## src/rtl/wall_scan_sequencer.sv

```systemverilog
// Time-shares the single-port wall ROM across the up/down/left/right ball checks.
// Optional macro WALL_CORNER_CHECK_EN widens the up/down reduction to the corner pixels.
module wall_scan_sequencer #(
  parameter int unsigned BALL_SIZE = 16,
  parameter int unsigned SCREEN_W  = 640,
  parameter int unsigned SCREEN_H  = 480,
  parameter int unsigned ROM_LAT   = 1
) (
  input  logic                Clk,
  input  logic                Reset,
  input  logic                start,
  input  logic [9:0]          BallX,
  input  logic [9:0]          BallY,
  output logic [9:0]          rom_addr,
  input  logic [SCREEN_W-1:0] rom_data,
  output logic                busy,
  output logic                done,
  output logic                BlockUp,
  output logic                BlockDown,
  output logic                BlockLeft,
  output logic                BlockRight
);
  localparam int unsigned NSLOT = BALL_SIZE + 2;
  localparam int unsigned SW    = $clog2(NSLOT);
  localparam int unsigned DW    = (ROM_LAT > 1) ? $clog2(ROM_LAT) : 1;
  localparam int unsigned IW    = $clog2(SCREEN_W);
  localparam logic [SCREEN_W-1:0] WIN_MASK =
    {{(SCREEN_W-BALL_SIZE){1'b0}}, {BALL_SIZE{1'b1}}};

  typedef enum logic [1:0] {IDLE, ISSUE, DRAIN, DONE} state_t;

  state_t                     state;
  logic [10:0]                x_q, y_q;
  logic [SW-1:0]              slot;
  logic [DW-1:0]              drain_cnt;
  logic [ROM_LAT-1:0]         tag_vld;
  logic [ROM_LAT-1:0][SW-1:0] tag_slot;
  logic                       acc_up, acc_down, acc_left, acc_right;

  logic                       c_vld;
  logic [SW-1:0]              c_slot;
  logic [10:0]                c_row, x_left, x_right;
  logic [SCREEN_W-1:0]        win;
  logic                       left_bit, right_bit, vert_bit;
  logic                       hit_up, hit_down, hit_left, hit_right;

  // Row for a slot: 0 = above, 1 = below, 2.. = side rows; out-of-range rows read row 0.
  function automatic logic [9:0] slot_addr(input logic [10:0] y, input logic [SW-1:0] s);
    logic [10:0] row;
    if (s == '0)          row = y - 11'd1;
    else if (s == SW'(1)) row = y + 11'(BALL_SIZE);
    else                  row = y + 11'(s) - 11'd2;
    return (row < 11'(SCREEN_H)) ? row[9:0] : '0;
  endfunction

  always_comb begin
    c_vld     = tag_vld[ROM_LAT-1];
    c_slot    = tag_slot[ROM_LAT-1];
    c_row     = y_q + 11'(c_slot) - 11'd2;
    x_left    = x_q - 11'd1;
    x_right   = x_q + 11'(BALL_SIZE);
    win       = (rom_data >> x_q) & WIN_MASK;
    left_bit  = (x_q != '0) && (x_left < 11'(SCREEN_W)) && rom_data[x_left[IW-1:0]];
    right_bit = (x_right < 11'(SCREEN_W)) && rom_data[x_right[IW-1:0]];
    vert_bit  = |win;
`ifdef WALL_CORNER_CHECK_EN
    vert_bit  = vert_bit | left_bit | right_bit;
`endif
    hit_up    = c_vld && (c_slot == '0) && (y_q != '0) && vert_bit;
    hit_down  = c_vld && (c_slot == SW'(1)) &&
                ((y_q + 11'(BALL_SIZE)) < 11'(SCREEN_H)) && vert_bit;
    hit_left  = c_vld && (c_slot >= SW'(2)) && (c_row < 11'(SCREEN_H)) && left_bit;
    hit_right = c_vld && (c_slot >= SW'(2)) && (c_row < 11'(SCREEN_H)) && right_bit;
  end

  always_ff @(posedge Clk or posedge Reset) begin
    if (Reset) begin
      state      <= IDLE;
      busy       <= 1'b0;
      done       <= 1'b0;
      rom_addr   <= '0;
      BlockUp    <= 1'b1;
      BlockDown  <= 1'b1;
      BlockLeft  <= 1'b1;
      BlockRight <= 1'b1;
      x_q        <= '0;
      y_q        <= '0;
      slot       <= '0;
      drain_cnt  <= '0;
      tag_vld    <= '0;
      tag_slot   <= '0;
      acc_up     <= 1'b0;
      acc_down   <= 1'b0;
      acc_left   <= 1'b0;
      acc_right  <= 1'b0;
    end else begin
      tag_vld[0]  <= (state == ISSUE);
      tag_slot[0] <= slot;
      for (int unsigned i = 1; i < ROM_LAT; i++) begin
        tag_vld[i]  <= tag_vld[i-1];
        tag_slot[i] <= tag_slot[i-1];
      end
      acc_up    <= acc_up    | hit_up;
      acc_down  <= acc_down  | hit_down;
      acc_left  <= acc_left  | hit_left;
      acc_right <= acc_right | hit_right;

      case (state)
        IDLE: if (start) begin
          x_q       <= {1'b0, BallX};
          y_q       <= {1'b0, BallY};
          slot      <= '0;
          rom_addr  <= slot_addr({1'b0, BallY}, '0);
          // Screen-edge conditions preset the accumulators so their data is never needed.
          acc_up    <= (BallY == '0);
          acc_down  <= (({1'b0, BallY} + 11'(BALL_SIZE)) >= 11'(SCREEN_H));
          acc_left  <= (BallX == '0);
          acc_right <= (({1'b0, BallX} + 11'(BALL_SIZE)) >= 11'(SCREEN_W));
          busy      <= 1'b1;
          state     <= ISSUE;
        end
        ISSUE: begin
          if (slot == SW'(NSLOT-1)) begin
            state     <= DRAIN;
            drain_cnt <= '0;
            rom_addr  <= '0;
          end else begin
            slot     <= slot + SW'(1);
            rom_addr <= slot_addr(y_q, slot + SW'(1));
          end
        end
        DRAIN: begin
          if (drain_cnt == DW'(ROM_LAT-1)) begin
            // Final data word is still in flight this cycle; fold it in directly.
            state      <= DONE;
            done       <= 1'b1;
            BlockUp    <= acc_up    | hit_up;
            BlockDown  <= acc_down  | hit_down;
            BlockLeft  <= acc_left  | hit_left;
            BlockRight <= acc_right | hit_right;
          end else begin
            drain_cnt <= drain_cnt + DW'(1);
          end
        end
        DONE: begin
          done  <= 1'b0;
          busy  <= 1'b0;
          state <= IDLE;
        end
        default: state <= IDLE;
      endcase
    end
  end
endmodule

```

## config.mk

```make
export PLATFORM = sky130hd
export DESIGN_NAME = wall_scan_sequencer
export DESIGN_NICKNAME = d
export VERILOG_FILES = /design/src/rtl/wall_scan_sequencer.sv
export SDC_FILE = /design/constraint.sdc
export NUM_CORES = 2
export LEC_CHECK = 0
export BUFFER_PORTS_ARGS = -buffer_cell sky130_fd_sc_hd__buf_2
export CAP_MARGIN = 30
export CORE_ASPECT_RATIO = 0.75
export CORE_MARGIN = 1
export CORE_UTILIZATION = 30
export CTS_CLUSTER_SIZE = 20
export DETAILED_ROUTE_END_ITERATION = 10
export SYNTH_ARGS = -nofsm -noshare
export SYNTH_HDL_FRONTEND = slang
export SYNTH_SLANG_ARGS = --single-unit
```

## constraint.sdc

```tcl
create_clock -name Clk -period 5.14 [get_ports Clk]
set_input_delay 1.028 -clock Clk [delete_from_list [all_inputs] [get_ports Clk]]
set_output_delay 1.028 -clock Clk [all_outputs]
set_load 0.01 [all_outputs]
```

==> flow_summary_export.csv <==
group,metric,value,unit
sta,final_hold_viol_count,0,
pwr,ir_worst_vdd,0.000814,V
min_path,hold_path.class,"register to register",
detailed_routing,drtIter0Drc,9823,
critical_path,required,5.31,ns
synthesis,syn-instance-count,5133,
global_route,antenna_found_initial,89,
synthesis,syn_area,49900,sq um
detailed_routing,totalWireLength,315000,microns
floorplan,io_pins,679,
detailed_routing,route.detailed.drc,0,
sta,max_slew_margin,0.102,
global_route,grt_first_pass_wirelength,434000,microns
floorplan,num_rows,129,
cells_and_area,layout.nets,6374,
sta,whs,0.481,ns
detailed_routing,drt-wirelength-per-cell,39.6,microns
synthesis,synth_ff_type,"dfrtp_1",
min_path,worstHoldStart,"rom_addr[1]",
cells_and_area,final_layout_size_suffix_gt1_frac,0.402,
critical_path,path_cells,"buf_12 -> buf_4 -> buf_4 -> mux2i_2 -> mux2i_1 -> o221a_2 -> o31ai_1 -> o21ai_0 -> a222oi_1 -> a311oi_1 -> a211oi_2 -> nand4_1 -> o21ai_1 -> a31oi_1",
global_route,overflow,0,
global_route,grt_pass1_vias,53100,
pwr,power.total,47400,uW
place,dp_hpwl,245000,microns
sta,period_share,0.996,
critical_path,regToRegStartpoint,"x_q[1]",
floorplan,core,165000,sq um
synthesis,avgSynthCellArea,9.71,sq um
global_route,grt_max_degree,89,
cells_and_area,utilization,0.347,
floorplan,die_w,473,microns
cells_and_area,fin_cells,7963,
critical_path,cp_data_arrival_time,5.29,ns
global_route,track_usage,0.358,
synthesis,ys_warn_count,0,
critical_path,crit_slowest_cell,"a222oi_1",
clock_network,clkSlewWorstSetupHoldPaths,0.09,ns
critical_path,cpMostUsedCell,"buf_4",
run_status,outcome,"finished clean",
clock_network,cts-buffers-inserted,5,
pwr,cellLeakagePower,0.0211,uW
pwr,power_density,829,nW/um^2
cells_and_area,fin_area,57200,sq um
sta,period_needed,5.12,ns
synthesis,synth.distinct_cells,91,
clock_network,insertion_delay,0.33,ns
cells_and_area,syn_to_final_growth,14.7,%
place,dp.cells,7867,
floorplan,fp.dieArea,168000,sq um
synthesis,ys_ff_latch,53,
synthesis,synth_edf_count,0,
critical_path,path_class,"register to register",
critical_path,slowest_delay,1.14,ns
detailed_routing,via_per_inst,7.21,
detailed_routing,drt_pass1_iterations,9,
critical_path,cp-start-kind,"register",
place,postPlaceCellArea,56600,sq um
critical_path,path_max_fanout,19,
detailed_routing,vias,57400,
clock_network,cts_tree,"built",
synthesis,yosysSeqAreaShare,0.0267,
place,gp_congestion,1.06,
clock_network,cts.sinks,53,
sta,final_max_slew_viol_count,0,
sta,tightest_slew,1.35,ns
floorplan,fp.dieH,355,microns
critical_path,end_kind,"register",
sta,grt_setup_unrepaired,"no",
sta,fmax,195,MHz
synthesis,synthArstFlopShare,1.00,
detailed_routing,ant_nets,0,
clock_network,hold_buffers,0,
synthesis,syn_nets,5844,
floorplan,start_util,0.302,
place,portBuffers,678,
sta,finalSetupViolations,0,
critical_path,setup.worst_path.start,"x_q[1]",
clock_network,clk_path_buf_depth,2,
sta,fin_skew,0.0120,ns
clock_network,root_buffer,"clkbuf_16",
clock_network,htreeDepth,2,
run,drv_cap,0,
area by class of cell:
type	instances	area, sq um
fillers	17000	108000
multi-input cells	4431	45000
repair buffers	1103	7460
well taps	2227	2790
flip-flops and latches	53	1350
inverters	69	283
diodes	72	180
clock buffers	5	125
clock inverters	3	26.3
Yosys cell counts (all sizes together), types with 20 or more instances:
| cell | number | area, sq um |
|---|---|---|
| a2111oi | 20 | 176 |
| a211o | 22 | 193 |
| a211oi | 72 | 541 |
| a21oi | 203 | 1020 |
| a221oi | 45 | 394 |
| a22o | 27 | 236 |
| a22oi | 125 | 938 |
| a311oi | 25 | 219 |
| a31oi | 62 | 388 |
| a32oi | 31 | 272 |
| and2 | 50 | 313 |
| and3 | 23 | 144 |
| buf | 401 | 2750 |
| clkbuf | 179 | 673 |
| dfrtp | 49 | 1230 |
| ha | 47 | 588 |
| inv | 68 | 255 |
| mux2 | 237 | 2670 |
| mux2i | 710 | 7110 |
| mux4 | 858 | 19300 |
| nand2 | 517 | 1940 |
| nand2b | 30 | 188 |
| nand3 | 100 | 500 |
| nor2 | 254 | 956 |
| nor2b | 42 | 263 |
| nor3 | 106 | 531 |
| nor4 | 25 | 156 |
| o2111ai | 22 | 193 |
| o211ai | 60 | 450 |
| o21ai | 204 | 1020 |
| o221ai | 25 | 219 |
| o22ai | 107 | 669 |
| o311ai | 22 | 193 |
| o31ai | 34 | 255 |
| or3 | 21 | 131 |
| xnor2 | 31 | 272 |
state kept, by name, summed over array words and instances (netlist names):
name,cells
busy,1
done,1
x_q,10
BlockLeft,1
rom_addr,10
c_vld,1
acc_up,1
y_q,10
c_slot,5
state,2
acc_left,1
BlockUp,1
acc_right,1
BlockDown,1
acc_down,1
slot,5
BlockRight,1
cells by family (layout without fill, tap and decap cells):
| family | after synthesis | in the layout | share of synthesized area |
|---|---|---|---|
| and+or+nand+nor | 1238 | 1238 | 0.113 |
| buffers and inverters | 649 | 1180 | 0.0739 |
| adders and majority gates | 48 | 48 | 0.0122 |
| xor gates and xnor gates | 40 | 40 | 0.00703 |
| DFF | 53 | 53 | 0.0267 |
| AOI/OAI and AO/OA | 1300 | 1300 | 0.183 |
| muxes | 1805 | 1805 | 0.584 |
| other | 0 | 72 | 0 |
metrics by stage:
stage / setup slack (ns) / setup TNS (ns)
floorplan: 0.0520 / 0
detailed placement: -0.0425 / -0.0543
CTS: 0.0956 / 0
global placement: -0.0836 / -0.180
finish: 0.0206 / 0
global route: 0.0138 / 0
critical path, delay by kind of cell, from the launching register on:
kind | cells | cell delay [ns]
buffers and inverters | 3 | 0.72
AND/OR/NAND/NOR | 1 | 0.18
multiplexers | 2 | 0.51
flip-flops | 1 | 0.58
AO/OA/AOI/OAI | 8 | 2.96
worst paths after layout:
kind / end / depth (start not counted) / slack [ns]
worst min-delay path: rom_addr[1] / 2 / 0.48
max in group asynchronous: x_q[3] / 3 / 3.47
min in group asynchronous: rom_addr[4] / 2 / 0.73
worst max-delay path: acc_down / 14 / 0.02
worst max register to register: acc_down / 14 / 0.02
worst min register to register: rom_addr[1] / 2 / 0.48
power by group:
part	switching, uW	total (uW)	leakage (uW)	internal [uW]
Combinational	27600	45900	0.0204	18300
Clock	199	385	0.0000748	186
Sequential	471	1090	0.000652	617
Total	28300	47400	0.0211	19100
metal layers:
metal,share of wire,global-route usage,vias to the layer above
li1,-,-,22500
met3,0.13,0.104,842
met4,0.056,0.167,34
met1,0.39,0.486,29000
met5,0.00063,0,-
met2,0.42,0.519,5045
cells in the final DEF (no fill, tap or decap), types with 71 or more instances in the layout:
cell      instances
nor2_1          247
a21oi_1         203
buf_2           679
buf_4           352
o21ai_0         200
nor3_1          106
mux2_2          237
mux2i_1         709
nand3_1         100
nand2_1         517
mux4_2          856
o22ai_1         107
a22oi_1         125
diode_2          72
a211oi_1         71
repair_timing:
item / 4_1_cts / 5_1_grt
gates resized for setup: 1 / 5
buffers inserted: 2 / 12
endpoints found under the setup margin: 4 / 4
pin swaps: 1 / 1
gates cloned: 0 / 1
Power figures use the tool's default switching activity.
